**src/rtl/dcache_pkg.sv**
```systemverilog
// Shared types and helpers for the DRAM-cache request path.
// The struct and the helper function use the default geometry
// (64 B lines, 1024 sets, 16 slaves).
package dcache_pkg;

  localparam int DEF_OFFSET_W = 6;
  localparam int DEF_INDEX_W  = 10;
  localparam int DEF_SLV_W    = 4;
  localparam int DEF_ID_W     = 32;
  localparam int DEF_ADDR_W   = 32;
  localparam int DEF_ENTRY_W  = 128;
  localparam int DEF_PAD_W    = DEF_ENTRY_W -
                                (1 + DEF_SLV_W + DEF_INDEX_W + DEF_ID_W + DEF_ADDR_W);

  typedef enum logic {
    REQ_RD = 1'b0,
    REQ_WR = 1'b1
  } req_type_e;

  // Packed FIFO entry.  The last field listed is the least significant one,
  // so the address sits at bit 0 and the padding at the top.
  typedef struct packed {
    logic [DEF_PAD_W-1:0]   pad;
    logic                   is_write;
    logic [DEF_SLV_W-1:0]   slave;
    logic [DEF_INDEX_W-1:0] idx;
    logic [DEF_ID_W-1:0]    id;
    logic [DEF_ADDR_W-1:0]  addr;
  } req_entry_t;

  // Set index for the default geometry, optionally folded with the low tag bits.
  function automatic logic [DEF_INDEX_W-1:0] calc_index(
    input logic [DEF_ADDR_W-1:0] addr,
    input logic                  hash_en
  );
    logic [DEF_INDEX_W-1:0] idx;
    logic [DEF_INDEX_W-1:0] tag;
    idx = addr[DEF_OFFSET_W +: DEF_INDEX_W];
    tag = DEF_INDEX_W'(addr >> (DEF_OFFSET_W + DEF_INDEX_W));
    if (hash_en) begin
      idx = idx ^ tag;
    end
    return idx;
  endfunction

endpackage

```
**src/rtl/rr_arbiter2.sv**
```systemverilog
// Two-requester round-robin arbiter.  On a tie, the requester that did not
// win last time is granted.  The history only advances when the caller
// signals that the grant was actually taken.
module rr_arbiter2
  import dcache_pkg::*;
(
  input  logic clk,
  input  logic rst_n,
  input  logic i_reqRd,
  input  logic i_reqWr,
  input  logic i_update,
  output logic o_grantRd,
  output logic o_grantWr
);

  req_type_e r_last;

  // Grants are purely combinational from the requests and the last winner.
  assign o_grantRd = i_reqRd && (!i_reqWr || (r_last == REQ_WR));
  assign o_grantWr = i_reqWr && (!i_reqRd || (r_last == REQ_RD));

  // Remember the winner of every accepted grant; a write history out of reset
  // makes reads win the first tie.
  always_ff @(posedge clk or negedge rst_n) begin
    if (!rst_n) begin
      r_last <= REQ_WR;
    end else if (i_update) begin
      r_last <= o_grantWr ? REQ_WR : REQ_RD;
    end
  end

endmodule

```
**src/rtl/axi_index_dispatcher.sv**
```systemverilog
// Accepts AXI AR/AW requests, arbitrates them round-robin, derives the
// cache set index and target slave, and pushes one packed entry per request
// into the downstream request FIFO through a single output register.
module axi_index_dispatcher
  import dcache_pkg::*;
#(
  parameter int ID_W     = 32,
  parameter int ADDR_W   = 32,
  parameter int OFFSET_W = 6,
  parameter int INDEX_W  = 10,
  parameter int SLV_W    = 4,
  parameter int ENTRY_W  = 128,
  parameter int CNT_W    = 16
) (
  input  logic               clk,
  input  logic               rst_n,
  input  logic [ID_W-1:0]    arid_i,
  input  logic [ADDR_W-1:0]  araddr_i,
  input  logic               arvalid_i,
  output logic               arready_o,
  input  logic [ID_W-1:0]    awid_i,
  input  logic [ADDR_W-1:0]  awaddr_i,
  input  logic               awvalid_i,
  output logic               awready_o,
  input  logic               hash_en_i,
  input  logic               fifo_afull_i,
  output logic               fifo_write_enable_o,
  output logic [ENTRY_W-1:0] fifo_data_o,
  output logic [SLV_W-1:0]   slave_o,
  output logic [CNT_W-1:0]   rd_cnt_o,
  output logic [CNT_W-1:0]   wr_cnt_o,
  output logic [CNT_W-1:0]   stall_cnt_o
);

  localparam int               TAG_SHIFT = OFFSET_W + INDEX_W;
  localparam int               PACK_W    = 1 + SLV_W + INDEX_W + ID_W + ADDR_W;
  localparam logic [CNT_W-1:0] CNT_MAX   = '1;

  generate
    if (ENTRY_W < PACK_W) begin : g_entryTooNarrow
      $error("axi_index_dispatcher: ENTRY_W is too narrow for the packed entry");
    end
    if (SLV_W > INDEX_W) begin : g_slaveTooWide
      $error("axi_index_dispatcher: SLV_W must not exceed INDEX_W");
    end
  endgenerate

  logic               w_grantRd;
  logic               w_grantWr;
  logic               w_push;
  logic               w_canAccept;
  logic               w_handshake;
  req_type_e          w_reqType;
  logic [ADDR_W-1:0]  w_selAddr;
  logic [ID_W-1:0]    w_selId;
  logic [INDEX_W-1:0] w_tag;
  logic [INDEX_W-1:0] w_idx;
  logic [SLV_W-1:0]   w_slave;

  logic               r_outValid;
  logic [ENTRY_W-1:0] r_entry;
  logic [SLV_W-1:0]   r_slave;
  logic [CNT_W-1:0]   r_rdCnt;
  logic [CNT_W-1:0]   r_wrCnt;
  logic [CNT_W-1:0]   r_stallCnt;

  rr_arbiter2 u_arb (
    .clk       (clk),
    .rst_n     (rst_n),
    .i_reqRd   (arvalid_i),
    .i_reqWr   (awvalid_i),
    .i_update  (w_handshake),
    .o_grantRd (w_grantRd),
    .o_grantWr (w_grantWr)
  );

  // The held entry drains whenever the FIFO has room; a draining register
  // can take a new request in the same cycle, giving one request per cycle.
  assign w_push      = r_outValid && !fifo_afull_i;
  assign w_canAccept = !r_outValid || w_push;
  assign arready_o   = w_canAccept && w_grantRd;
  assign awready_o   = w_canAccept && w_grantWr;
  assign w_handshake = arready_o || awready_o;

  // Pick the granted channel's payload and derive index and slave from it.
  // The tag is whatever lies above offset+index, truncated or zero-extended
  // to the index width before folding.
  assign w_reqType = w_grantWr ? REQ_WR : REQ_RD;
  assign w_selAddr = (w_reqType == REQ_WR) ? awaddr_i : araddr_i;
  assign w_selId   = (w_reqType == REQ_WR) ? awid_i : arid_i;
  assign w_tag     = INDEX_W'(w_selAddr >> TAG_SHIFT);
  assign w_idx     = w_selAddr[OFFSET_W +: INDEX_W] ^ (hash_en_i ? w_tag : '0);
  assign w_slave   = w_idx[SLV_W-1:0];

  assign fifo_write_enable_o = w_push;
  assign fifo_data_o         = r_entry;
  assign slave_o             = r_slave;
  assign rd_cnt_o            = r_rdCnt;
  assign wr_cnt_o            = r_wrCnt;
  assign stall_cnt_o         = r_stallCnt;

  // Output register: load on handshake, empty on a push that has no
  // replacement.  The payload keeps its last value while empty.
  always_ff @(posedge clk or negedge rst_n) begin
    if (!rst_n) begin
      r_outValid <= 1'b0;
      r_entry    <= '0;
      r_slave    <= '0;
    end else if (w_handshake) begin
      r_outValid <= 1'b1;
      r_entry    <= ENTRY_W'({w_grantWr, w_slave, w_idx, w_selId, w_selAddr});
      r_slave    <= w_slave;
    end else if (w_push) begin
      r_outValid <= 1'b0;
    end
  end

  // Saturating statistics: accepted reads, accepted writes, and cycles in
  // which a held entry was blocked by the almost-full flag.
  always_ff @(posedge clk or negedge rst_n) begin
    if (!rst_n) begin
      r_rdCnt    <= '0;
      r_wrCnt    <= '0;
      r_stallCnt <= '0;
    end else begin
      if (arready_o && (r_rdCnt != CNT_MAX)) begin
        r_rdCnt <= r_rdCnt + CNT_W'(1);
      end
      if (awready_o && (r_wrCnt != CNT_MAX)) begin
        r_wrCnt <= r_wrCnt + CNT_W'(1);
      end
      if (r_outValid && fifo_afull_i && (r_stallCnt != CNT_MAX)) begin
        r_stallCnt <= r_stallCnt + CNT_W'(1);
      end
    end
  end

endmodule

```
**config.mk**
```make
export PLATFORM = sky130hd
export DESIGN_NAME = axi_index_dispatcher
export DESIGN_NICKNAME = d
export VERILOG_FILES = /design/src/rtl/dcache_pkg.sv /design/src/rtl/rr_arbiter2.sv /design/src/rtl/axi_index_dispatcher.sv
export SDC_FILE = /design/constraint.sdc
export NUM_CORES = 1
export LEC_CHECK = 0
export CORE_MARGIN = 2
export CORE_UTILIZATION = 37
export CTS_CLUSTER_SIZE = 30
export DETAILED_ROUTE_END_ITERATION = 6
export PLACE_DENSITY_LB_ADDON = 0.3
export SLEW_MARGIN = 15
export SYNTH_ARGS = -nofsm -noshare
export SYNTH_HDL_FRONTEND = slang
export SYNTH_SLANG_ARGS = --single-unit
```
**constraint.sdc**
```tcl
create_clock -name clk -period 1.95 [get_ports clk]
set_clock_uncertainty 0.15 [all_clocks]
set_input_delay 0.195 -clock clk [delete_from_list [all_inputs] [get_ports clk]]
set_output_delay 0.195 -clock clk [all_outputs]
set_load 0.05 [all_outputs]
```
After elaboration in Yosys (flattened, before gate mapping)
Index checks and enable logic that the tools add are counted.

Register bits: 133. Input port bits: 134.

Add/subtract/negate cells: 3. Equal/unequal tests: 3. Multiplexer cells: 6. Bitwise operators: 2. Reduce and logical (&&, ||, !) cells: 18.

Operators by type and width (count): $mux 32 (2); $add 16x1->16 const B (3); $ne 16x16->1 const B (3); $mux 10 (1); $xor 10x10->10 (1); $logic_and 1x1->1 (9); $logic_not 1->1 (4); $logic_or 1x1->1 (4); $mux 1 (3); $reduce_bool 2->1 (1); $not 1->1 (1).

Depth between registers and ports, before layout
Gate-level depths: netlist of run 1.

Word-level depth: 7. Mapped depth: 7. Mapped depth without buffers: 5.

Hierarchy
From an unflattened synthesis of run 1, not the netlist that was laid out.

Cell total of the unflattened synthesis: 663. Area, all modules: 6641.4 um^2.

By module, submodules not included: axi_index_dispatcher (times used 1, cells an instance 658, area each 6577.6 um^2); rr_arbiter2 (times used 1, cells an instance 5, area each 63.8 um^2).

Worst setup path after synthesis of run 1
Ideal clock, no wire load.

Path kind: register to register. Start point: register r_stallCnt[0], in the netlist stall_cnt_o[0]. End point: register r_stallCnt[1], in the netlist stall_cnt_o[1]. Arrival: 1926 ps. Setup slack: -251 ps. Stages on the path, launching flop included: 6. Path buffers: 1. Cell sequence: dfrtp_1 -> ha_1 -> and4_1 -> clkbuf_1 -> a41oi_2 -> mux2_2.

Cells in the longest elaborated chain, start to end: 2. Elaborated cells between the ends (all ways): 3.

Ends and longest elaborated chain: start: declaration (RTL line axi_index_dispatcher.sv:65) `logic [CNT_W-1:0] r_stallCnt;`; start signal: assignment (RTL line axi_index_dispatcher.sv:133) `r_stallCnt <= r_stallCnt + CNT_W'(1);`; parallel branches: the longest is 2 deep, another holds $add 16x1->16.

Several ways; the timed one is not identified. A chain may end at the register's enable or synchronous reset.

Worst setup path in the final report of run 1
Start point: register r_entry[2], in the netlist fifo_data_o[2]. End point: output fifo_data_o[2].

RTL lines: start: declaration (RTL line axi_index_dispatcher.sv:61) `logic [ENTRY_W-1:0] r_entry;`; start signal: assignment (RTL line axi_index_dispatcher.sv:111) `r_entry <= ENTRY_W'({w_grantWr, w_slave, w_idx, w_selId, w_selAddr});`; end: declaration (RTL line axi_index_dispatcher.sv:28) `output logic [ENTRY_W-1:0] fifo_data_o,`.

No word-level cell between the ends.

==> impl_metrics.env, run 1 <==
export IMPL_synth_area_leaders="dfrtp_1 (47%), mux2i_1 (9.9%), buf_4 (6.6%)"
export IMPL_synthFlopType="dfrtp_1"
export IMPL_globalRouteOverflowTotal=0
export IMPL_synth_xor_area_share_pct=5.57
export IMPL_track_usage_pct=19.6
export IMPL_htreeDepth=4
export IMPL_max_slew_margin_pct=63.6
export IMPL_critPathTopFamily="buffers and inverters"
export IMPL_synth_top_area_cell="dfrtp_1"
export IMPL_worst_path_buf_inv=1
export IMPL_root_buffer="clkbuf_16"
export IMPL_synth_top_family_by_area="simple AND/OR/NAND/NOR gates"
export IMPL_initial_utilization_pct=38.1
export IMPL_synth_compound_area_share_pct=9.28
export IMPL_crit_fanout=2
export IMPL_final_antenna_net_count=0
export IMPL_instances_no_fill=1204
export IMPL_synth_cell_types=50
export IMPL_slowest_stage="clkdlybuf4s50_1"
export IMPL_drive_above_1_share_pct=16.6
export IMPL_cts_buffers=17
export IMPL_post_place_cells=1168
export IMPL_yosysWarningCount=0
export IMPL_finalHoldViolations=0
export IMPL_finalCriticalPeriod_ps=1910
export IMPL_final_nets=1104
export IMPL_post_route_period_util_pct=97.8
export IMPL_worstPathCellList="clkdlybuf4s50_1"
export IMPL_synth_area_per_cell_sq_um=9.92
export IMPL_vdd_ir_drop_max_mv=0.919
export IMPL_placed_area_sq_um=9650
export IMPL_final_setup_viol_count=0
export IMPL_fmax_mhz=525
export IMPL_synth_top_area_share_pct=47.0
export IMPL_start_kind="flip-flop"
export IMPL_fin_area_sq_um=10300
export IMPL_num_antenna_cells=0
export IMPL_maxCapViolations=0
export IMPL_core_sq_um=17400
export IMPL_hp_class="in2async"
export IMPL_grt_pass1_wl_microns=28600
export IMPL_end_kind="output port"
export IMPL_clk_pin_slew_ps=60
export IMPL_drc=0
export IMPL_slew_violations=0
export IMPL_area_delta_synth_final_pct=56.2
export IMPL_status="completed"
export IMPL_dr_total_vias=5755
export IMPL_die_x_microns=138
export IMPL_synth_seq_cells=125
export IMPL_synth_simple_area_share_pct=17.7
export IMPL_syn_area_sq_um=6610
export IMPL_clockBufferDepth=2
export IMPL_worstPathArrival_ps=1560
export IMPL_synthMuxAreaShare_pct=10.5
export IMPL_finalPower_uw=11100
export IMPL_grt_max_degree=89
export IMPL_drt_wl_total_microns=19000
export IMPL_core_rowCount=48
export IMPL_ys_seq_area_share_pct=47.4
export IMPL_worstMarginPinSlew_ps=545
export IMPL_vias_per_cell=4.78
export IMPL_wl_per_cell_microns=15.8
export IMPL_die_area_sq_um=18900
export IMPL_required_ps=1600
export IMPL_synthCells=666
export IMPL_p_leak_uw=0.00523
export IMPL_firstDrtPassIters=4
export IMPL_drtIter0Drc=267
export IMPL_insertion_delay_ps=410
export IMPL_ios=317
export IMPL_die_h_microns=138
export IMPL_power_density_nw_per_um2=1080
export IMPL_cts_sinks=125
export IMPL_holdWs_ps=179
export IMPL_io_buffers=267
export IMPL_synth_edf_count=0
export IMPL_yosys_area_share_adder_pct=0.568
export IMPL_async_flop_share_pct=100
export IMPL_antenna_found_initial=0
export IMPL_path_class="reg2out"
export IMPL_tritoncts="built"
export IMPL_hpwl_microns=14300
export IMPL_crit_path_max_incr_delay_ps=800
export IMPL_grt_pass1_vias=5453
export IMPL_place_gp_congestion=0.817
## cells by family after synthesis
logic type,Yosys count
other cells,1
flops,125
buf+inv,93
simple gates,228
compound gates,105
fa+ha+maj,3
xor+xnor,42
mux,69
## through the flow
stage	worst slack [ps]	util (%)	setup TNS [ps]
2_1_floorplan	-8.89	-	-8.89
3_3_place_gp	-111	55.6	-2170
3_5_place_dp	-117	55.6	-3080
4_1_cts	0.357	58.8	0
5_1_grt	-4.30	59.5	-4.30
6_report	43.8	59.5	0
## cells in the mapped netlist, types with 4 or more instances
cell	n
dfrtp_1	124
nand2_1	99
o21ai_0	68
mux2i_1	65
buf_4	58
nand3_1	41
xor2_1	24
xnor2_1	18
and3_1	17
clkbuf_1	16
nand4_1	15
buf_2	14
a21oi_1	13
nor2_1	13
nor3_1	11
o31ai_1	7
and4_1	5
nand2b_1	5
nor4_1	4
o2111ai_1	4
## routing by layer
layer / routed length (microns) / global-route usage (%) / vias up / part of all wire, %
met5: 0 / 0 / - / 0
met4: 251 / 6.53 / 0 / 1.3
met3: 1340 / 4.64 / 18 / 7.1
met2: 9540 / 32.8 / 189 / 50
met1: 7860 / 24.9 / 2711 / 41
li1: - / - / 2837 / -
## cell type report
cell class,count,area [sq um]
inverters,4,15.0
multi-input cells,496,3130
clock buffers,19,433
flip-flops and latches,125,3150
fillers,1530,7040
clock inverters,12,148
repair buffers,323,3170
well taps,225,282
## cells in the final DEF (no fill, tap or decap), types with 17 or more instances in the layout
master and instances:
clkdlybuf4s50_1 146, dfrtp_1 106, nand2_1 97, buf_4 79, o21ai_0 68, mux2i_1 65, dlygate4sd2_1 52, conb_1 49
nand3_1 41, dlymetal6s2s_1 34, xor2_1 24, xnor2_1 18, dfrtp_2 18, and3_1 17, clkbuf_16 17
## final timing paths
kind	startpoint	end	slack (ps)	cells past startpoint
hold / removal	rst_n	rd_cnt_o[14]	180	3
hold reg to reg	fifo_data_o[71]	fifo_data_o[71]	320	2
setup / recovery	fifo_data_o[2]	fifo_data_o[2]	40	1
min in group clk	awaddr_i[2]	fifo_data_o[2]	260	3
setup reg to reg	rd_cnt_o[1]	rd_cnt_o[2]	60	6
max in group asynchronous	rst_n	fifo_data_o[46]	1130	3
## power by group
group	internal (uW)	switching [uW]
Clock	1990	1150
Combinational	1460	2980
Sequential	3090	424
## registers in the layout (all words and copies together), names as in the netlist
name and cells:
rd_cnt_o 16, fifo_data_o 72, slave_o 3, r_outValid 1, wr_cnt_o 16, stall_cnt_o 16
u_arb.r_last 1
## timing repair
action	4_1_cts	5_1_grt
endpoints found under the hold margin	125	0
gates cloned	0	0
hold buffers	1	0
pin swaps	1	0
setup endpoints to repair	54	42
setup buffers	1	3
resized for setup	58	36
No activity file was read; power rests on OpenSTA's default activity.
==> inputs of run 2 (changes only) <==
- GPL_TIMING_DRIVEN: unset -> 0
- PLACE_DENSITY: unset -> 0.89
- PLACE_DENSITY_LB_ADDON: 0.3 -> unset
==> impl_metrics.env, run 2 (same netlist as run 1, synthesis figures left out) <==
export IMPL_globalRouteOverflowTotal=0
export IMPL_violations="negative setup slack"
export IMPL_final_cell_mix="clkdlybuf4s50_1 (139), dfrtp_1 (106), nand2_1 (96)"
export IMPL_tritoncts="built"
export IMPL_vdd_ir_drop_max_mv=0.741
export IMPL_io_buffers=266
export IMPL_drt_wl_total_microns=22900
export IMPL_end_kind="flip-flop"
export IMPL_htreeDepth=4
export IMPL_finalHoldViolations=0
export IMPL_final_antenna_net_count=0
export IMPL_antenna_found_initial=0
export IMPL_finalCriticalPeriod_ps=2010
export IMPL_required_ps=2090
export IMPL_grt_pass1_wl_microns=32600
export IMPL_worstPathArrival_ps=2140
export IMPL_die_area_sq_um=18900
export IMPL_cts_sinks=125
export IMPL_met3_length_microns=1600
export IMPL_drc=0
export IMPL_final_nets=1143
export IMPL_crit_fanout=10
export IMPL_routed_top_layer="met4"
export IMPL_die_h_microns=138
export IMPL_ios=317
export IMPL_maxCapViolations=0
export IMPL_max_slew_margin_pct=59.1
export IMPL_regArea_sq_um=3150
export IMPL_start_kind="flip-flop"
export IMPL_area_delta_synth_final_pct=62.1
export IMPL_power_density_nw_per_um2=1080
export IMPL_core_sq_um=17400
export IMPL_final_setup_viol_count=2
export IMPL_wl_per_cell_microns=18.4
export IMPL_fmax_mhz=498
export IMPL_vias_per_cell=5.05
export IMPL_clk_pin_slew_ps=60
export IMPL_p_leak_uw=0.00549
export IMPL_track_usage_pct=22.9
export IMPL_firstDrtPassIters=5
export IMPL_post_route_period_util_pct=103
export IMPL_worstMarginPinSlew_ps=613
export IMPL_wl_met1_microns=8660
export IMPL_slew_violations=0
export IMPL_hp_class="in2reg"
export IMPL_multi_input_area_sq_um=3210
export IMPL_holdWs_ps=73.0
export IMPL_clockBufferDepth=2
export IMPL_largest_reg_flops=72
export IMPL_status="complete, but fails checks"
export IMPL_initial_utilization_pct=38.1
export IMPL_insertion_delay_ps=410
export IMPL_hpwl_microns=16900
export IMPL_core_rowCount=48
export IMPL_path_class="reg2reg"
export IMPL_grt_pass1_vias=6114
export IMPL_routed_wl_met2_microns=11900
export IMPL_drtIter0Drc=327
export IMPL_grt_max_degree=66
export IMPL_worst_slack_ps=-56.8
export IMPL_die_x_microns=138
export IMPL_fill_cells=1424
export IMPL_drive_above_1_share_pct=16.9
export IMPL_place_gp_congestion=0.845
export IMPL_cts_buffers=17
export IMPL_root_buffer="clkbuf_16"
export IMPL_layout_commonest_cell="clkdlybuf4s50_1"
export IMPL_final_util_pct=61.7
export IMPL_dr_total_vias=6282
==> run 2: cell types whose count changed in the layout (fill, tap and decap cells not counted), moves of 4 or more <==
cell / change
dlygate4sd2_1: +39
buf_6: +12
buf_4: -10
buf_12: -9
clkdlybuf4s50_1: -7
clkbuf_2: +6
clkbuf_1: +5
clkbuf_8: +4
==> run 2: final timing paths <==
kind,from,to,slack (ps),cells after the start
worst max-delay path,u_arb.r_last,wr_cnt_o[8],-60,5
worst min-delay path,awvalid_i,u_arb.r_last,70,3
worst max register to register,u_arb.r_last,wr_cnt_o[8],-60,5
worst min register to register,fifo_data_o[68],fifo_data_o[68],320,2
max in group asynchronous,rst_n,wr_cnt_o[14],680,3
min in group asynchronous,rst_n,fifo_data_o[5],210,2
==> run 2: area by class of cell <==
| cell class | count | share of cell area (%) |
|---|---|---|
| Antenna cell | 1 | 0.0234 |
| Buffer | 86 | 6.18 |
| Clock buffer | 22 | 4.52 |
| Clock inverter | 10 | 1.50 |
| Inverter | 4 | 0.140 |
| Multi-Input combinational cell | 496 | 30.0 |
| Sequential cell | 125 | 29.4 |
| Tap cell | 225 | 2.63 |
| Timing Repair Buffer | 276 | 25.6 |
==> run 2: where the power goes <==
| group | switching (uW) | internal [uW] | total (uW) |
|---|---|---|---|
| Clock | 1170 | 2270 | 3440 |
| Combinational | 3080 | 1490 | 4560 |
| Sequential | 485 | 3090 | 3580 |
==> run 2: per-stage QoR <==
stage          total power (uW)  instances  instance area (sq um)  setup WS, ps  TNS, ps
4_1_cts                   11500       1240                  10500         -55.5    -65.3
3_5_place_dp               8270       1206                   9800          -800   -47230
5_1_grt                   12100       1244                  10700         -56.4     -291
2_1_floorplan              6470        714                   6820         -8.89    -8.89
6_report                  11600       1245                  10700         -56.8    -64.2
3_3_place_gp               8150       1205                   9770         -4920  -607200
==> run 2: layer usage <==
metal | global-route usage (%) | vias to the layer above
met5 | 0 | -
met4 | 10.1 | 0
met3 | 5.33 | 53
met2 | 40.0 | 271
met1 | 26.6 | 3028
li1 | - | 2930
==> run 2: critical path: stages (launching register included) <==
cell and delay (ps):
dfstp_2 400, a21bo_4 250, buf_6 170, nor4_1 480
o21ai_0 260, xnor2_1 180
==> run 2: repair_timing <==
action / 4_1_cts / 5_1_grt
setup endpoints to repair: 171 / 108
hold endpoints to repair: 60 / 0
setup buffers: 3 / 5
hold buffers: 1 / 0
gates resized for setup: 138 / 62
pin swaps: 3 / 5
==> inputs of run 3 (changes only) <==
- CORE_MARGIN: 2 -> unset
- CORE_UTILIZATION: 37 -> 38
- CTS_BUF_LIST: unset -> sky130_fd_sc_hd__clkbuf_4 sky130_fd_sc_hd__clkbuf_8
- PLACE_DENSITY: 0.89 -> 0.91
- TNS_END_PERCENT: unset -> 5
==> impl_metrics.env, run 3 (same netlist as run 1, synthesis figures left out) <==
export IMPL_initial_utilization_pct=39.4
export IMPL_core_rowCount=47
export IMPL_io_buffers=266
export IMPL_hpwl_microns=16400
export IMPL_min_from="awvalid_i"
export IMPL_drc=0
export IMPL_insertion_delay_ps=430
export IMPL_num_antenna_cells=0
export IMPL_tns_ps=0
export IMPL_slew_violations=0
export IMPL_finalCriticalPeriod_ps=1920
export IMPL_drive_above_1_share_pct=17.7
export IMPL_grt_busiest_layer="met2"
export IMPL_htreeDepth=4
export IMPL_holdWs_ps=18.8
export IMPL_die_x_microns=134
export IMPL_post_route_period_util_pct=98.3
export IMPL_final_cell_mix="clkdlybuf4s50_1 (130), dlygate4sd2_1 (122), dfrtp_1 (107)"
export IMPL_clockBufferDepth=2
export IMPL_core_sq_um=16800
export IMPL_cts_sinks=125
export IMPL_post_place_ws_ps=-820
export IMPL_worst_slack_ps=33.9
export IMPL_fin_area_sq_um=10300
export IMPL_vias_per_cell=5.07
export IMPL_hp_class="in2reg"
export IMPL_tritoncts="built"
export IMPL_grt_max_degree=84
export IMPL_worstPathArrival_ps=2080
export IMPL_dr_total_vias=6303
export IMPL_grt_use_met2_pct=42.5
export IMPL_r2r_cells=5
export IMPL_final_antenna_net_count=0
export IMPL_power_density_nw_per_um2=1020
export IMPL_hold_depth=3
export IMPL_fmax_mhz=522
export IMPL_track_usage_pct=24.8
export IMPL_grt_pass1_wl_microns=34100
export IMPL_grt_setup_unrepaired="true"
export IMPL_drtIter0Drc=301
export IMPL_ios=317
export IMPL_max_slew_margin_pct=57.1
export IMPL_grt_util_met3_pct=5.63
export IMPL_finalHoldViolations=0
export IMPL_worstMarginPinSlew_ps=643
export IMPL_root_buffer="clkbuf_8"
export IMPL_multi_input_area_sq_um=3150
export IMPL_die_h_microns=134
export IMPL_cts_buffers=17
export IMPL_fill_cells=1482
export IMPL_drt_wl_total_microns=22100
export IMPL_use_met1_pct=29.9
export IMPL_globalRouteOverflowTotal=0
export IMPL_vdd_ir_drop_max_mv=0.697
export IMPL_regArea_sq_um=3150
export IMPL_crit_fanout=6
export IMPL_final_nets=1146
export IMPL_largest_reg_flops=72
export IMPL_final_setup_viol_count=0
export IMPL_maxCapViolations=0
export IMPL_die_area_sq_um=17900
export IMPL_path_class="reg2reg"
export IMPL_firstDrtPassIters=5
export IMPL_wl_per_cell_microns=17.8
export IMPL_end_kind="flip-flop"
export IMPL_grt_pass1_vias=6260
export IMPL_layout_commonest_cell="clkdlybuf4s50_1"
export IMPL_clk_pin_slew_ps=70
export IMPL_r2r_start="r_outValid"
export IMPL_crit_path_start="r_outValid"
export IMPL_placed_area_sq_um=9790
export IMPL_place_gp_congestion=0.844
export IMPL_required_ps=2120
export IMPL_p_leak_uw=0.00510
export IMPL_antenna_found_initial=0
export IMPL_area_delta_synth_final_pct=55.4
export IMPL_status="completed"
export IMPL_start_kind="flip-flop"
## run 3: what timing repair did
action / CTS / global route
setup buffers: 4 / 6
gates resized for setup: 173 / 26
endpoints found under the setup margin: 205 / 92
pin swaps: 1 / 4
endpoints found under the hold margin: 124 / 0
hold buffers: 1 / 0
## run 3: stage by stage
step / util [%] / total power, uW / cells
CTS: 60.6 / 10400 / 1238
finish: 61.2 / 10400 / 1242
global route: 61.2 / 10900 / 1242
detailed placement: 58.4 / 8250 / 1201
floorplan: - / 6470 / 714
global placement: 58.2 / 8140 / 1200
## run 3: final timing paths
| kind | slack [ps] | to |
|---|---|---|
| worst max-delay path | 30 | wr_cnt_o[14] |
| worst max register to register | 30 | wr_cnt_o[14] |
| worst min register to register | 330 | fifo_data_o[55] |
| worst min-delay path | 20 | u_arb.r_last |
| max in group asynchronous | 790 | wr_cnt_o[13] |
| min in group asynchronous | 80 | rd_cnt_o[4] |
## run 3: area by class of cell
type,count,area share [%]
Sequential cell,125,30.7
Buffer,87,6.13
Inverter,4,0.171
Multi-Input combinational cell,496,30.7
Tap cell,220,2.68
Timing Repair Buffer,278,25.5
Clock buffer,21,2.76
Clock inverter,11,1.37
## run 3: per-layer routing
layer | vias up | share of wire (%)
met5 | - | 0
met4 | 0 | 3.0
met3 | 49 | 6.7
met2 | 301 | 51
met1 | 3027 | 40
li1 | 2926 | -
## run 3: worst max-delay path: stages (launching register included)
cell and delay, ps:
dfrtp_1 420, and2_1 180, clkbuf_1 200, nor4_2 380, nand4_1 150, mux2_1 320
## run 3: where the power goes
| part | internal (uW) | switching (uW) |
|---|---|---|
| registers | 3080 | 443 |
| clock network | 1370 | 1080 |
| logic | 1380 | 3060 |
| total | 5840 | 4580 |
